$ cat config.mk
export PLATFORM = sky130hd
export DESIGN_NAME = pe_output_requantizer
export DESIGN_NICKNAME = d
export VERILOG_FILES = /design/src/rtl/pe_output_requantizer.sv
export SDC_FILE = /design/constraint.sdc
export NUM_CORES = 1
export LEC_CHECK = 0
export CORE_MARGIN = 5
export CORE_UTILIZATION = 54
export DETAILED_ROUTE_END_ITERATION = 8
export GPL_TIMING_DRIVEN = 0
export PLACE_DENSITY = 0.74
export REMOVE_ABC_BUFFERS = 1
export SLEW_MARGIN = 20
export SYNTH_ARGS = -nofsm -noshare
export SYNTH_HDL_FRONTEND = slang
export SYNTH_SLANG_ARGS = --single-unit
$ cat constraint.sdc
create_clock -name clk -period 6.29 [get_ports clk]
set_clock_uncertainty 0.1 [all_clocks]
set_input_delay 1.258 -clock clk [delete_from_list [all_inputs] [get_ports clk]]
set_output_delay 1.258 -clock clk [all_outputs]
set_load 0.05 [all_outputs]
$ cat src/rtl/pe_output_requantizer.sv
// rtl/pe_output_requantizer.sv - bias add, rounding shift and int8 saturation of PE results with FWFT output queue
// Optional macro REQUANT_RELU_EN clamps negative outputs to zero after saturation.
module pe_output_requantizer #(
  parameter int FIFO_DEPTH = 4,
  parameter int CNT_W      = 8
) (
  input  logic             clk,
  input  logic             i_reset,
  input  logic [31:0]      i_result,
  input  logic             i_overflow,
  input  logic             i_done,
  input  logic [31:0]      i_bias,
  input  logic [4:0]       i_shift,
  output logic [7:0]       o_data,
  output logic             o_sat,
  output logic             o_valid,
  input  logic             i_ready,
  output logic             o_drop,
  output logic [CNT_W-1:0] o_drop_cnt,
  output logic             o_busy
);

  localparam int AW = $clog2(FIFO_DEPTH);
  localparam int CW = $clog2(FIFO_DEPTH + 1);

  logic              s1_v, s1_ovf;
  logic [31:0]       s1_result, s1_bias;
  logic [4:0]        s1_shift;
  logic              s2_v, s2_ovf, s2_sign;
  logic [32:0]       s2_sum;
  logic [4:0]        s2_shift;

  logic [8:0]        mem [FIFO_DEPTH];
  logic [AW-1:0]     wr_ptr, rd_ptr;
  logic [CW-1:0]     fifo_count;

  logic [CW:0]       occ;
  logic              accept, push, pop;

  // Every admitted result owns a slot until popped; a same-cycle pop is not credited.
  assign occ    = {1'b0, fifo_count} + (CW+1)'(s1_v) + (CW+1)'(s2_v);
  assign accept = i_done && (occ < (CW+1)'(FIFO_DEPTH));
  assign push   = s2_v;
  assign pop    = o_valid && i_ready;

  always_ff @(posedge clk) begin
    if (i_reset) begin
      s1_v       <= 1'b0;
      s2_v       <= 1'b0;
      o_drop     <= 1'b0;
      o_drop_cnt <= '0;
    end else begin
      s1_v   <= accept;
      s2_v   <= s1_v;
      o_drop <= i_done && !accept;
      if (i_done && !accept && (o_drop_cnt != '1))
        o_drop_cnt <= o_drop_cnt + CNT_W'(1);
    end
  end

  always_ff @(posedge clk) begin
    if (accept) begin
      s1_result <= i_result;
      s1_bias   <= i_bias;
      s1_shift  <= i_shift;
      s1_ovf    <= i_overflow;
    end
    s2_sum   <= {s1_result[31], s1_result} + {s1_bias[31], s1_bias};
    s2_sign  <= s1_result[31];
    s2_shift <= s1_shift;
    s2_ovf   <= s1_ovf;
  end

  logic signed [33:0] sum_x, q;
  logic [33:0]        rnd;
  logic [7:0]         q_data;
  logic               q_sat;

  always_comb begin
    sum_x  = {s2_sum[32], s2_sum};
    rnd    = (s2_shift == 5'd0) ? 34'd0 : (34'd1 << (s2_shift - 5'd1));
    q      = $signed(sum_x + rnd) >>> s2_shift;
    q_data = q[7:0];
    q_sat  = 1'b0;
    if (s2_ovf) begin
      // A wrapped accumulator shows the opposite sign of the true value.
      q_data = s2_sign ? 8'h7F : 8'h80;
      q_sat  = 1'b1;
    end else if (q > 34'sd127) begin
      q_data = 8'h7F;
      q_sat  = 1'b1;
    end else if (q < -34'sd128) begin
      q_data = 8'h80;
      q_sat  = 1'b1;
    end
`ifdef REQUANT_RELU_EN
    if (q_data[7])
      q_data = 8'h00;
`endif
  end

  always_ff @(posedge clk) begin
    if (push)
      mem[wr_ptr] <= {q_sat, q_data};
  end

  always_ff @(posedge clk) begin
    if (i_reset) begin
      wr_ptr     <= '0;
      rd_ptr     <= '0;
      fifo_count <= '0;
    end else begin
      if (push)
        wr_ptr <= wr_ptr + AW'(1);
      if (pop)
        rd_ptr <= rd_ptr + AW'(1);
      if (push && !pop)
        fifo_count <= fifo_count + CW'(1);
      else if (pop && !push)
        fifo_count <= fifo_count - CW'(1);
    end
  end

  assign o_valid = (fifo_count != '0);
  assign o_data  = o_valid ? mem[rd_ptr][7:0] : 8'h00;
  assign o_sat   = o_valid ? mem[rd_ptr][8]   : 1'b0;
  assign o_busy  = s1_v || s2_v || o_valid;

endmodule

==> results.yml <==
cells_and_area:
  drive_above_1_share_pct: 12.2
  fillerInstances: 1752
  insertedDiodeCount: 0
  fin_nets: 1472
  areaGrowthSynthToFinish_pct: 19.1
hold_path:
  hold_path.class: "flip-flop to flip-flop"
yosys:
  syn_inst: 1241
  synthTopCellsByCount: "142 x nor2_1, 106 x edfxtp_1, 88 x nand2_1"
  async_flop_share_pct: 0
  synth_edf_count: 106
  yosysMostFrequentCell: "nor2_1"
  avgSynthCellArea_um2: 9.37
  ys_top_cells_by_area: "edfxtp_1 27%, dfxtp_1 10%, ha_1 7.6%"
  synth_top_area_cell: "edfxtp_1"
  synth_warnings: 0
  ys_dominant_reg_cell: "edfxtp_1"
  ys_ff_latch: 166
  syn_area_um2: 11600
  yosys.area.top_type_share_pct: 27.4
  synth.distinct_cells: 90
  seq_area_frac_synth_pct: 37.7
global_routing:
  grt_usage_pct: 25.6
  grt_remaining_overflow: 0
  grt_pass1_vias: 9777
  grt_max_degree: 57
  grt_pass1_wl_mm: 50.2
  antenna_found_initial: 0
clock_tree:
  cts_tree: "built"
  path_clk_slew_ps: 70
  clkLatencyLatePin_ps: 430
  cts_root_buf: "clkbuf_16"
  htreeDepth: 4
  cts_buffers: 17
  clock-sinks: 166
  cts_buffer_depth: 2
critical_path:
  crit_type: "flip-flop to flip-flop"
  slowest_stage: "or4_1"
  critPathLaunchType: "flip-flop"
  critPathRequiredTime_ps: 6340
  critPathCaptureType: "flip-flop"
  worstPathMaxFanout: 34
  critPathArrivalTime_ps: 6190
  crit_chain: "clkinv_8, nand2_8, nor2_1, fa_1, a211o_1, a211o_1, a31oi_4, o22ai_2, a21oi_2, o311a_4, xnor2_4, a2111oi_0, nor2b_1, mux2i_2, nand3b_1, or4_1, o41ai_4, buf_4, buf_4, o21ai_2"
  regToRegSetupSlack_ps: 150
  cpPeakStageDelay_ps: 540
power_and_ir_drop:
  fin_total_pwr_uw: 5970
  ir_drop_mv: 0.218
  power.density_nw_per_um2: 431
  p_leak_uw: 0.00525
floorplan:
  die_w_um: 157
  io_pins: 94
  die_h_um: 157
  start_util_pct: 55.2
  rows: 53
  die_area_um2: 24600
  core_area_um2: 21100
place:
  globalplace.congestion: 0.980
  place_ws_ps: -1870
  port_buffers: 93
  post-dp-hpwl_mm: 22.5
sta:
  final_max_slew_viol_count: 0
  relSlewSlack_pct: 51.7
  fin_crit_sh_pct: 97.7
  tightest_slew_ps: 715
  fmax_mhz: 163
  min_period_ps: 6140
  hold_viol: 0
  fin_ws_ps: 145
  setup_violations: 0
detailed_routing:
  dr.pass1.iters: 8
  wl_mm: 31.9
  drt-initial-drc-count: 1137
  vias: 10300
  via_per_inst: 6.42
  drtAntennaViolNets: 0
  post_drt_wl_per_cell_um: 19.8
  route.detailed.drc: 0
status:
  status: "finished clean"
job:
  cap_viol_max_count: 0
## registers in the layout, indices dropped and copies added (netlist names), 3 cells and up, named ones only
signal and count:
s2_sum 33, o_drop_cnt 8, mem 36, s1_bias 32
s1_shift 5, s1_result 32, fifo_count 3, s2_shift 5
## cells in the final DEF (no fill, tap or decap), drive strengths merged, types with 8 or more instances in the layout
master         Yosys  final
dfxtp             60     60
clkbuf            50     18
o21a              18     18
and2              25     25
nor3              37     37
a211oi            23     23
o211ai            16     16
mux4              18     18
nor2b              8      8
o22ai             16     16
clkdlybuf4s50      0     93
xor2              22     22
a21oi             86     86
a21o              27     27
and3              12     12
nand3             29     29
nor2             142    142
nand4             12     12
or3               17     17
xnor2             33     33
buf               15     35
a31oi             23     23
a221oi            11     11
inv               28     34
o21ai             68     68
mux2i             25     25
ha                71     71
nand2b            10     10
o31ai             10     10
nand2             88     88
edfxtp           106    106
## routing by layer
metal,part of all wire (%),up-vias,track usage (%)
li1,-,4923,-
met1,42,4907,33.3
met2,48,444,43.1
met3,6.7,74,4.04
met4,3.2,0,9.79
met5,0,-,0
## kinds of logic after synthesis
logic type,synth area share [%]
buffers and inverters,3.29
flip-flops,37.7
other,0.0322
adder cells (fa/ha/maj),8.15
AND/OR/NAND/NOR,16.4
XOR/XNOR,4.27
multiplexers,6.22
AO/OA/AOI/OAI,24.0
## final timing paths
kind / endpoint / cells past startpoint / startpoint
setup / recovery: mem[1][1] / 20 / s2_shift[0]
hold / removal: s2_shift[3] / 0 / s1_shift[3]
hold reg to reg: s2_shift[3] / 0 / s1_shift[3]
setup reg to reg: mem[1][1] / 20 / s2_shift[0]
## cell type report
class,count,area (um^2),area share [%]
clock buffers,18,429,3.10
clock inverters,14,166,1.20
inverters,31,148,1.07
multi-input cells,979,7120,51.4
flip-flops and latches,166,4400,31.8
well taps,275,344,2.48
repair buffers,128,1240,8.95
repair inverters,1,5.00,0.0361
## critical path: cells and delay by family (launching register included)
family / cells / cell delay (ps)
fa+ha+maj: 1 / 450
simple gates: 5 / 1160
mux: 1 / 250
compound gates: 9 / 2640
buf+inv: 3 / 550
flops: 1 / 530
xor+xnor: 1 / 140
## report_power, final
| group | internal (uW) | switching, uW | leakage (uW) |
|---|---|---|---|
| clock | 598 | 453 | 0.000288 |
| combinational | 1300 | 2050 | 0.00346 |
| sequential | 1440 | 131 | 0.00150 |
| total | 3340 | 2640 | 0.00525 |
## through the flow
| step | cell area (um^2) | util [%] | TNS, ps | hold slack [ps] | instances |
|---|---|---|---|---|---|
| global route | 13900 | 65.7 | -2050 | 244 | 1612 |
| global placement | 12600 | 59.9 | -116800 | 226 | 1544 |
| finish | 13900 | 65.7 | 0 | 242 | 1612 |
| detailed placement | 12700 | 60.1 | -57890 | 227 | 1545 |
| CTS | 13600 | 64.3 | 0 | 245 | 1590 |
| floorplan | 11400 | - | -24070 | 223 | 1176 |
## repair_timing
action | in CTS | in global routing
hold buffers | 0 | 0
resized for setup | 38 | 25
buffers inserted | 12 | 22
pin swaps | 2 | 8
cloned | 1 | 0
endpoints found under the setup margin | 36 | 32
Note: power is estimated with default switching activity, not from simulation.
